**src/rtl/module_chunked_adder_sequencer.sv**
```systemverilog
// Multi-cycle wide adder: one CLA slice is reused across NUM_CHUNKS chunks,
// LSB chunk first, with the inter-chunk carry held in a register.

module module_carry_look_ahead_adder #(
  parameter int unsigned WIDTH = 16
) (
  input  logic [WIDTH-1:0] a_i,
  input  logic [WIDTH-1:0] b_i,
  input  logic             carry_i,
  output logic [WIDTH-1:0] sum_o,
  output logic             carry_o
);

  logic [WIDTH-1:0] gen;
  logic [WIDTH-1:0] prop;
  logic [WIDTH-1:0] grp_g;
  logic [WIDTH-1:0] grp_p;
  logic [WIDTH-1:0] carry_in;

  // Parallel-prefix (Kogge-Stone) carry tree; carry_i is folded into bit 0's
  // generate so grp_g[i] is the carry out of bit i.
  always_comb begin
    gen      = a_i & b_i;
    prop     = a_i ^ b_i;
    grp_g    = gen;
    grp_p    = prop;
    grp_g[0] = gen[0] | (prop[0] & carry_i);
    for (int unsigned d = 1; d < WIDTH; d = d * 2) begin
      // Descending order keeps grp_*[i-d] at the previous stage's value.
      for (int unsigned i = WIDTH - 1; i >= d; i--) begin
        grp_g[i] = grp_g[i] | (grp_p[i] & grp_g[i-d]);
        grp_p[i] = grp_p[i] & grp_p[i-d];
      end
    end
    carry_in    = '0;
    carry_in[0] = carry_i;
    for (int unsigned i = 1; i < WIDTH; i++) begin
      carry_in[i] = grp_g[i-1];
    end
    sum_o   = prop ^ carry_in;
    carry_o = grp_g[WIDTH-1];
  end

endmodule

module module_chunked_adder_sequencer #(
  parameter int unsigned CLA_WIDTH  = 16,
  parameter int unsigned NUM_CHUNKS = 4
) (
  input  logic                             clk_i,
  input  logic                             rst_n_i,
  input  logic                             valid_i,
  output logic                             ready_o,
  input  logic [CLA_WIDTH*NUM_CHUNKS-1:0]  a_i,
  input  logic [CLA_WIDTH*NUM_CHUNKS-1:0]  b_i,
  input  logic                             carry_i,
  output logic                             valid_o,
  input  logic                             ready_i,
  output logic [CLA_WIDTH*NUM_CHUNKS-1:0]  sum_o,
  output logic                             carry_o,
  output logic                             busy_o
);

  localparam int unsigned TOTAL = CLA_WIDTH * NUM_CHUNKS;
  localparam int unsigned CNT_W = (NUM_CHUNKS > 1) ? $clog2(NUM_CHUNKS) : 1;
  localparam logic [CNT_W-1:0] LAST_CNT = CNT_W'(NUM_CHUNKS - 1);

  typedef enum logic [1:0] {
    IDLE = 2'd0,
    ADD  = 2'd1,
    DONE = 2'd2
  } state_t;

  state_t             state_q, state_d;
  logic [CNT_W-1:0]   cnt_q, cnt_d;
  logic               carry_q, carry_d;
  logic [TOTAL-1:0]   a_q, a_d;
  logic [TOTAL-1:0]   b_q, b_d;
  logic [TOTAL-1:0]   sum_q, sum_d;
  logic               cout_q, cout_d;

  logic [CLA_WIDTH-1:0] a_chunk;
  logic [CLA_WIDTH-1:0] b_chunk;
  logic [CLA_WIDTH-1:0] slice_sum;
  logic                 slice_carry;

  always_comb begin
    a_chunk = '0;
    b_chunk = '0;
    for (int unsigned i = 0; i < NUM_CHUNKS; i++) begin
      if (cnt_q == CNT_W'(i)) begin
        a_chunk = a_q[i*CLA_WIDTH +: CLA_WIDTH];
        b_chunk = b_q[i*CLA_WIDTH +: CLA_WIDTH];
      end
    end
  end

  module_carry_look_ahead_adder #(
    .WIDTH (CLA_WIDTH)
  ) u_cla (
    .a_i     (a_chunk),
    .b_i     (b_chunk),
    .carry_i (carry_q),
    .sum_o   (slice_sum),
    .carry_o (slice_carry)
  );

  always_comb begin
    state_d = state_q;
    cnt_d   = cnt_q;
    carry_d = carry_q;
    a_d     = a_q;
    b_d     = b_q;
    sum_d   = sum_q;
    cout_d  = cout_q;

    unique case (state_q)
      IDLE: begin
        if (valid_i) begin
          a_d     = a_i;
          b_d     = b_i;
          carry_d = carry_i;
          cnt_d   = '0;
          state_d = ADD;
        end
      end
      ADD: begin
        for (int unsigned i = 0; i < NUM_CHUNKS; i++) begin
          if (cnt_q == CNT_W'(i)) begin
            sum_d[i*CLA_WIDTH +: CLA_WIDTH] = slice_sum;
          end
        end
        carry_d = slice_carry;
        if (cnt_q == LAST_CNT) begin
          cout_d  = slice_carry;
          state_d = DONE;
        end else begin
          cnt_d = cnt_q + CNT_W'(1);
        end
      end
      DONE: begin
        if (ready_i) begin
          state_d = IDLE;
        end
      end
      default: state_d = IDLE;
    endcase
  end

  always_ff @(posedge clk_i or negedge rst_n_i) begin
    if (!rst_n_i) begin
      state_q <= IDLE;
      cnt_q   <= '0;
      carry_q <= 1'b0;
      a_q     <= '0;
      b_q     <= '0;
      sum_q   <= '0;
      cout_q  <= 1'b0;
    end else begin
      state_q <= state_d;
      cnt_q   <= cnt_d;
      carry_q <= carry_d;
      a_q     <= a_d;
      b_q     <= b_d;
      sum_q   <= sum_d;
      cout_q  <= cout_d;
    end
  end

  assign ready_o = (state_q == IDLE);
  assign valid_o = (state_q == DONE);
  assign busy_o  = (state_q == ADD);
  assign sum_o   = sum_q;
  assign carry_o = cout_q;

endmodule

```
**config.mk**
```make
export PLATFORM = sky130hd
export DESIGN_NAME = module_chunked_adder_sequencer
export DESIGN_NICKNAME = d
export VERILOG_FILES = /design/src/rtl/module_chunked_adder_sequencer.sv
export SDC_FILE = /design/constraint.sdc
export NUM_CORES = 1
export LEC_CHECK = 0
export ABC_AREA = 1
export CAP_MARGIN = 20
export CORE_UTILIZATION = 52
export DETAILED_ROUTE_END_ITERATION = 12
export GPL_TIMING_DRIVEN = 0
export PLACE_DENSITY = 0.81
export SLEW_MARGIN = 15
export SYNTH_ARGS = -nofsm -noshare
export SYNTH_HDL_FRONTEND = slang
export SYNTH_HIERARCHICAL = 1
export SYNTH_SLANG_ARGS = --single-unit
```
**constraint.sdc**
```tcl
create_clock -name clk_i -period 3.4 [get_ports clk_i]
set_input_delay 0.85 -clock clk_i [delete_from_list [all_inputs] [get_ports clk_i]]
set_output_delay 0.85 -clock clk_i [all_outputs]
set_load 0.01 [all_outputs]
```
; ---- After elaboration in Yosys (flattened, before gate mapping)
; Cells that the tools add are included.
[totals]
reg_bits = 198
output_inout_bits = 68
wordCells = 185
[op_classes]
add_sub_neg = 1
eq_ne = 9
n_mux = 17
n_bitwise = 137
reduce_logical = 11
[op_table]
columns = op, count
row1 = $mux 16, 8
row2 = $and 1x1->1, 84
row3 = $or 1x1->1, 50
row4 = $xor 16x16->16, 2
row5 = $and 16x16->16, 1
row6 = $reduce_and 2->1, 6
row7 = $mux 2, 5
row8 = $eq 2x2->1 const B, 3
row9 = $pmux 2 s3, 1
row10 = $reduce_and 3->1, 2
row11 = $eq 2x1->1 const B, 2
row12 = $logic_not 2->1, 2
row13 = $ne 2x1->1 const B, 2
row14 = $ne 2x2->1 const B, 2
row15 = $pmux 2 s2, 1
row16 = $add 2x1->2 const B, 1
row17 = $pmux 1 s2, 1
row18 = $reduce_bool 2->1, 1
row19 = $mux 1, 1

; ---- Logic depth before layout (Yosys ltp)
; Gate-level depths: netlist of the first run.
[depth]
ltp_word = 17
depth_mapped = 23
mapped_depth_nobuf = 21

; ---- Cells and area by module
; Netlist of the first run, hierarchy kept.
[modules_own_cells]
columns = module, instances, cells_each, area_per_inst_um2, seq_area_each_um2
row1 = module_chunked_adder_sequencer, 1, 1099, 8904.8, 4954.8
row2 = module_carry_look_ahead_adder, 1, 189, 993.5, 0.0

; ---- Worst setup path after synthesis of the first run
; Ideal clock, no wire load.
[synth_timing]
path_kind = reg-to-reg
from = reg cnt_q[0]
to = reg carry_q
setup_time_ns = 0.117
arrival_ns = 2.688
slack_ns = 0.595
path_stages_with_launch = 23
path_buffers = 2
synth_period_minus_slack_ns = 2.805
cell_sequence = dfrtp_1 inv_1 ha_1 buf_2 buf_1 a21oi_1 nand2_1 nand2_1 nand2_1 fa_1 inv_1 fa_1 inv_1 nand3_1 nand3_2 nand3_1 nand3_1 nand2_1 nand2_1 nand3_1 nand2_1 nand2_1 nand2_1
[synth_between]
elab_chain_cells = 17
elab_cells_between_ends = 58
classes_between = eq/ne (3) / mux (9) / bitwise (45) / reduce/logical (1)
[synth_rtl]
columns = item, line
row1 = "start, declared", 75  ; logic [CNT_W-1:0] cnt_q, cnt_d;
row2 = "start signal, assigned", 161  ; cnt_q <= cnt_d;
row3 = $logic_not 2->1, 91  ; if (cnt_q == CNT_W'(i)) begin
row4 = $mux 16 (3 in series), 91
row5 = $mux 16 (*), 91
row6 = via a_chunk[0], 82  ; logic [CLA_WIDTH-1:0] a_chunk;
row7 = $xor 16x16->16, 24  ; prop = a_i ^ b_i;
row8 = $and 1x1->1, 27  ; grp_g[0] = gen[0] | (prop[0] & carry_i);
row9 = $or 1x1->1 (*), 27
row10 = $and 1x1->1 (*), 31  ; grp_g[i] = grp_g[i] | (grp_p[i] & grp_g[i-d]);
row11 = $or 1x1->1 (*), 31
row12 = $and 1x1->1 (*), 31
row13 = $or 1x1->1 (*), 31
row14 = $and 1x1->1 (*), 31
row15 = $or 1x1->1 (*), 31
row16 = $and 1x1->1 (*), 31
row17 = $or 1x1->1 (*), 31
row18 = via slice_carry, 85  ; logic slice_carry;
row19 = $pmux 1 s2 (*), 117  ; unique case (state_q)
row20 = "end signal, assigned", 162  ; carry_q <= carry_d;
row21 = "end, declared", 76  ; logic carry_q, carry_d;
; The timed path passes the listed nets; every way through them passes the cells marked *.
; A chain may end at the register's enable or synchronous reset.

; ---- Worst setup path in the final report of the first run
; Same ends and word-level chain as after synthesis.

==> results.md, run 1 <==
CTS:
- The largest buffer count on any clock path is 2.
- The clock root buffer master is clkbuf_16.
- The number of buffers added by the clock tree synthesis step is 17.
- TritonCTS built the clock tree.
- For the worst-skew pair, the clock arrives at the later sink with an insertion delay of 0.44 ns.
- The number of buffers inserted for hold repair after clock tree synthesis is 0.
- Counting every sink on the clock net gives 198.
- The clock tree synthesis step divided the H-tree into 4 levels.
- After clock tree synthesis, the clock-pin slew on the worst setup and hold paths is 0.08 ns.

Setup path:
- STA classifies the critical path endpoint as a flop.
- Among cell families on the critical path, the largest total delay comes from simple AND/OR/NAND/NOR gates.
- At the worst endpoint, the required time is 3.74 ns.
- The type of the worst setup path is reg -> reg.
- The largest incremental delay on the critical path is 0.42 ns.
- The critical path goes through buf_4 > ha_1 > buf_6 > clkbuf_2 > a21oi_1 > nand2_1 > nand2_1 > nand2_1 > fa_2 > inv_1 > fa_1 > inv_1 > nand3_1 > nand3_2 > nand3_2 > nand3_1 > nand2_1 > nand2_1 > nand3_1 > nand2_1 > nand2_1 > nand2_1.
- STA puts the critical path data arrival time at 3.57 ns.
- The slowest stage of the critical path belongs to the cell dfrtp_1.
- Counting stages on the worst path, the most repeated cell is nand2_1.
- The critical path contains buffers and inverters numbering 5 combined.
- The top fanout value on the critical path is 10.
- The worst setup path is launched from a flop.

Final layout:
- The count of placed standard cells in the final layout, fillers left out is 1757.
- The fraction of layout instances using a drive strength above 1 is 8.076%.
- The number of antenna diodes in the final layout is 0.
- The layout has 1481 filler cells.
- Relative to the synthesized area, the layout overhead comes to 30.45%.
- The post-layout net count is 1664.
- The finished cells cover 12910 µm².

Floorplanning:
- For this configuration, the core starts out at a cell density of 52.92%.
- The die covers 19590 µm².
- The row count is 50.
- The I/O pin count is 201.
- The die height is 140.0 µm.
- The placeable core region is 18710 µm².
- The floorplan die width is 140.0 µm.

Yosys:
- The mux cell area share after synthesis is 0%.
- After synthesis the netlist holds a flip-flop and latch count of 198.
- Counting instances in the post-synthesis netlist gives the leading cell types as 538 x nand2_1, 198 x dfrtp_1, 176 x nand3_1.
- The synthesized netlist devotes 7.104% of its cell area to compound gates.
- The post-synthesis cell type with the largest combined area is dfrtp_1.
- Synthesis produced a netlist with a net count of 1442.
- After synthesis, the largest family of logic cells by area is simple AND/OR/NAND/NOR gates.
- The synthesized design contains 0 enable-type register cells.
- The netlist uses 30 different library cells.
- The leading register cell type out of synthesis is dfrtp_1.
- The share of synthesized registers carrying an async set or reset is 100.0%.
- Synthesis produced a netlist whose cell count is 1288.
- The total of warnings raised by yosys is 6.
- The adder-cell share of the synthesized area is 2.806%.
- The most frequent cell after synthesis is nand2_1.
- The share of the Yosys chip area taken by registers is 50.06%.
- The synthesized area is 9898 µm².
- Yosys attributes the largest share of cell area to dfrtp_1 50%, nand2_1 20%, nand3_1 8.9%.
- The simple logic cell fraction of the synthesized area is 31.65%.
- Of the total synthesized cell area, the portion taken by XOR and XNOR cells is 0.6194%.
- The average cell area after synthesis is 7.685 µm².
- Of the post-synthesis cell area, the dominant cell type holds 50.06%.

Routing:
- The initial detailed-routing violation count is 734.
- In the routed design, unresolved DRC markers number 0.
- The via count of the routed design is 9467.
- The total wire length after detailed routing is 28170 µm.
- The average wire per standard cell is 16.03 µm.
- The remaining number of nets flagged by the antenna check after routing is 0.
- Before antenna repair, the detailed router went through 5 iterations.
- The via-per-instance ratio is 5.388.

Timing:
- Setup violations remaining at the end of the flow were counted as 0.
- The worst path needs 3.230 ns of the cycle, external delays included.
- The total count of hold-check failures in the final report came to 0.
- Clock skew on the completed layout was measured at 0.01223 ns.
- The worst-case headroom to the max-slew limit is 57.63%.
- The post-route clock period utilization is 95.00%.
- The count of pins over their slew limit is 0.
- Based on the critical path, the design can be clocked at up to 309.6 MHz.
- The transition time at the pin with the least slew margin is 0.6356 ns.

Power:
- The worst IR drop on VDD is 649.1 µV.
- The static leakage is 0.006716 µW.
- For this design the ratio of total power to cell area is 1140 nW/µm².

Place:
- The quantity of I/O buffers inserted on ports is 200.
- Summed over all nets, the half-perimeter wirelength after detailed placement is 21480 µm.
- The area of placed instances is 12250 µm².
- The routability congestion estimate is 0.9166.
- In this run, placement finished with an instance count of 1724.

GRT:
- The initial antenna violation count is 0.
- In the global route stage, overall resource usage came out at 30.06%.
- The aggregate global routing overflow is 0.
- The pin count of the biggest net entering global routing is 73.
- The wire length of the first global-routing pass is 45620 µm.
- The via count of the first global-routing pass is 9152.

Min path:
- The kind of path behind the tightest hold check is in -> async.

Status:
- The run finished with clean final reports.

Job:
- The max capacitance violation total is 0.
state kept, by name, indices dropped and copies added, names as in the netlist:
signal   flops
a_q         64
b_q         64
carry_o      1
carry_q      1
cnt_q        2
state_q      2
sum_o       64
cells by family (layout without fill, tap and decap cells):
logic type | after synthesis | count (layout)
compound gates | 138 | 138
xor+xnor | 7 | 7
fa+ha+maj | 21 | 21
buf+inv | 176 | 411
flops | 198 | 198
simple gates | 748 | 748
power breakdown:
part	internal [µW]	switching, µW	leakage [µW]
logic	3110	5450	0.00395
clock network	1050	986	0.000286
registers	3470	655	0.00248
routing by layer:
layer | wire length, µm | global-route usage [%]
met3 | 2304 | 6.017
met1 | 11740 | 40.04
met2 | 13470 | 49.66
met4 | 657 | 9.312
met5 | 0 | 0
per-stage QoR:
stage / utilization, % / setup TNS, ns / total power [µW] / setup slack, ns / hold slack [ns]
CTS: 68.74 / 0 / 14550 / 0.001462 / 0.3688
detailed placement: 65.51 / -0.8337 / 12470 / -0.1289 / 0.4581
global placement: 65.18 / -1273.41 / 12230 / -6.446 / 0.4534
global route: 69.03 / -0.003985 / 15940 / -0.003985 / 0.3778
finish: 69.03 / 0 / 14730 / 0.1700 / 0.3311
floorplan: - / 0 / 9579 / 0.5953 / 0.4417
final timing paths:
path / from / to / slack (ns) / depth (start not counted)
max in group asynchronous: rst_n_i / sum_o[12] / 2.34 / 2
setup / recovery: cnt_q[0] / carry_q / 0.17 / 22
hold reg to reg: b_q[39] / b_q[39] / 0.47 / 2
setup reg to reg: cnt_q[0] / carry_q / 0.17 / 22
min in group clk_i: b_q[39] / b_q[39] / 0.47 / 2
hold / removal: rst_n_i / a_q[11] / 0.33 / 1
worst reg2reg max path, cell delays in order (launching register included):
cell and delay, ns:
dfrtp_1 0.42, buf_4 0.15, ha_1 0.20, buf_6 0.14
clkbuf_2 0.22, a21oi_1 0.17, nand2_1 0.09, nand2_1 0.10
nand2_1 0.09, fa_2 0.41, inv_1 0.08, fa_1 0.20
inv_1 0.06, nand3_1 0.08, nand3_2 0.11, nand3_2 0.09
nand3_1 0.10, nand2_1 0.09, nand2_1 0.10, nand3_1 0.11
nand2_1 0.05, nand2_1 0.05, nand2_1 0.04
placed cells by master (no fill, tap or decap), drive strengths merged, types with 2 or more instances in the layout:
cell type	count
nor3	3
nand2	549
buf	57
nand4	3
clkbuf	43
xnor2	3
clkinv	5
nor2	14
a21oi	72
fa	2
ha	19
inv	103
dfrtp	198
clkdlybuf4s50	199
xor2	4
clkinvlp	3
o21ai	64
nand3	177
cell type report:
type	count	area [µm²]	share of cell area [%]
clock inverters	15	165.2	1.279
repair buffers	205	2085	16.14
clock buffers	17	425.4	3.295
well taps	234	292.8	2.267
plain buffers	77	434.2	3.362
flip-flops and latches	198	4955	38.37
inverters	97	367.9	2.849
multi-input cells	914	4188	32.43
timing repair:
item	in CTS	in global routing
setup endpoints to repair	26	42
resized for setup	3	34
buffers inserted	1	2
pin swaps	0	0
(Power assumes the default switching activity.)
==> inputs of run 2 (changes only) <==
--- a/config.mk
+++ b/config.mk
@@ -7,10 +7,9 @@
 export LEC_CHECK = 0
 export ABC_AREA = 1
 export CAP_MARGIN = 20
-export CORE_UTILIZATION = 52
+export CORE_UTILIZATION = 40
 export DETAILED_ROUTE_END_ITERATION = 12
 export GPL_TIMING_DRIVEN = 0
-export PLACE_DENSITY = 0.81
 export SLEW_MARGIN = 15
 export SYNTH_ARGS = -nofsm -noshare
 export SYNTH_HDL_FRONTEND = slang
==> results.md, run 2 (same netlist as run 1, synthesis figures left out) <==
Timing:
- The worst-case headroom to the max-slew limit is 58.07%.
- Setup slack on the critical path of the routed design comes to 0.1991 ns.
- After layout, the worst path uses 94.14% of the clock period.
- The clock tree skew after final layout is 0.01603 ns.
- Hold is met by 0.2992 ns.
- The final critical path time including I/O delays and setup is 3.201 ns.
- At the pin with the least slew margin, the transition time is 0.6290 ns.
- Derived from the worst setup path, the maximum achievable clock frequency is 312.4 MHz.
- Setup repair after global routing left no endpoint under its margin.
- Setup violations remaining at the end of the flow were counted as 0.
- The count of pins over their slew limit came to 0.
- The total count of hold-check failures in the final report is 0.

Setup path:
- The largest incremental delay on the critical path is 0.42 ns.
- The startpoint kind of the worst setup timing path is a flop.
- Along the worst path, the maximum fanout reaches 10.
- For the worst flop-to-flop path, the logic depth is 22.
- The slowest stage of the critical path belongs to the cell dfrtp_1.
- The cell repeated most along the worst path is nand2_1.
- Walking the worst path, the cells encountered are inv_1 > ha_1 > buf_2 > clkbuf_4 > nand3_1 > nand2_1 > nand2_1 > nand2_1 > fa_2 > inv_1 > fa_2 > inv_1 > nand3_1 > nand3_2 > nand3_2 > nand3_1 > nand2_1 > nand2_1 > nand3_1 > nand2_1 > nand2_1 > nand2_1.
- The startpoint identified for the worst register-to-register timing path is cnt_q[0].
- The worst register-to-register path ends at carry_q.
- At the worst endpoint, the required time is 3.77 ns.
- STA classifies the critical path endpoint as a flop.
- The arrival time of the worst setup path is 3.57 ns.
- The setup slack on the worst flop-to-flop path is 0.20 ns.
- The worst setup path is of the reg -> reg kind.

Final layout:
- With fillers left out, the area of the finished cells amounts to 13020 µm².
- The top cell types in the final layout, fill and taps aside, are 538 x nand2_1, 199 x clkdlybuf4s50_1, 198 x dfrtp_1.
- The area growth from synthesis to layout is 31.50%.
- The number of antenna cells inserted is 0.
- The most common library cell in the layout ignoring fill and taps is nand2_1.
- The fraction of layout instances using a drive strength above 1 is 8.257%.
- At the end of the flow, the number of nets in the layout was 1667.
- At the end of the flow the core is filled with cells to 53.52%.

GRT:
- The wire length of the first global-routing pass is 47710 µm.
- Entering global routing, the biggest net connects 83 pins.
- The aggregate global routing overflow is 0.
- The initial antenna violation count is 0.
- The via count of the first global-routing pass came to 8981.
- The total routing resource utilization after global routing is 24.20%.

Floorplanning:
- The starting utilization of the core area is 40.70%.
- The die height is 159.3 µm.
- In this run the standard cell core region covers 24320 µm².
- The floorplan has 57 rows.
- The die footprint is 25380 µm².
- The floorplan die width is 159.3 µm.
- Pin placement for this block handled 201 I/O pins.

Routing:
- The pre-antenna-repair detailed-routing pass consisted of 5 iterations.
- Dividing the detail-routed wire length by the instance count gives 16.06 µm.
- The via-per-instance ratio is 4.929.
- The count of nets left with antenna violations once routing finished came out at 0.
- In the routed design, unresolved DRC markers number 0.
- The via count of the routed design is 9119.
- For this block, the routed nets add up to 29720 µm of wire.
- The initial detailed-routing violation count is 585.

CTS:
- Clock tree synthesis found a total of 198 sinks.
- The clock slew seen by the registers of the worst setup and hold paths is 0.08 ns.
- Buffers inserted during clock tree synthesis total 17.
- The TritonCTS clock tree is done.
- The cell sitting at the root of the clock tree is a clkbuf_16.
- Buffers inserted to repair hold after CTS numbered 0.
- The H-tree level count is 4.
- The longest clock path from root to sink contains 2 buffers.
- The source-to-sink clock delay at the later pin of the worst-skew pair is 0.44 ns.

Power:
- The combinational cell fraction of total power is 58.4%.
- The switching component of the power is 7125 µW.
- The internal power is 7580 µW.
- Power spread over the standard cell area amounts to 1130 nW/µm².
- The proportion of power drawn by flip-flops and latches is 28.1%.
- Summed over all cells, the static leakage comes to 0.006718 µW.
- The worst-case IR drop observed on VDD is 440.0 µV.
- The part of the total power dissipated in the clock network is 13.5%.
- Of the total power, the share spent switching nets is 48.45%.

Place:
- The quantity of I/O buffers inserted on ports is 200.
- Before CTS, the worst setup slack after placement is -0.1503 ns.
- At the end of routability-driven placement, the weighted congestion stood at 0.8697.
- The post-DP HPWL is 23290 µm.
- The placed instances occupy a cell area of 12370 µm².

Status:
- The run finished with clean final reports.

Job:
- Max-cap violations in this run came to 0.

Min path:
- The kind of path behind the tightest hold check is in -> async.
-- run 2: layer usage --
metal,vias up,GRT usage [%],share of wire [%]
met2,269,38.94,46
met4,0,7.168,2.0
met5,-,0,0
met3,36,3.334,4.9
met1,4276,34.04,47
li1,4538,-,-
-- run 2: critical path: cells and delay by family (launching register included) --
kind          cells  cell delay [ns]
fa+ha+maj         3             0.73
buf+inv           5             0.75
flops             1             0.42
simple gates     14             1.22
-- run 2: layout make-up --
type	instances	area [µm²]
buffer	78	430.4
fill	2355	11300
tap	324	405.4
sequential	198	4955
timing repair buffer	207	2100
multi-input combinational	914	4194
clock buffer	19	432.9
inverter	97	367.9
clock inverter	13	131.4
-- run 2: power groups by stage --
stage,Combinational (µW),Sequential (µW),Clock (µW)
detailed placement,8510,4160,0
global route,9680,4260,2100
finish,8600,4130,1980
CTS,8570,4120,2000
global placement,8380,4150,0
floorplan,5440,4140,0
-- run 2: worst max path at each step --
stage | startpoint | end | slack [ns] | cells past startpoint
finish | cnt_q[0] | carry_q | 0.20 | 22
global route | cnt_q[1] | carry_q | 0.006 | 21
floorplan | cnt_q[0] | carry_q | 0.60 | 22
detailed placement | cnt_q[1] | carry_q | -0.15 | 23
CTS | cnt_q[0] | carry_q | 0.03 | 22
global placement | rst_n_i | b_q[59] | -7.00 | 1
-- run 2: what timing repair did --
item                                    CTS  global route
setup buffers                             1             4
gates resized for setup                   5            27
endpoints found under the setup margin   26            30
-- run 2: metrics by stage --
step,total power [µW],instances,setup TNS (ns)
after global placement,12530,1812,-1384.49
after global routing,16040,1850,0
after detailed placement,12670,1814,-1.802
after CTS,14690,1847,0
after floorplan,9579,1288,0
final,14710,1850,0
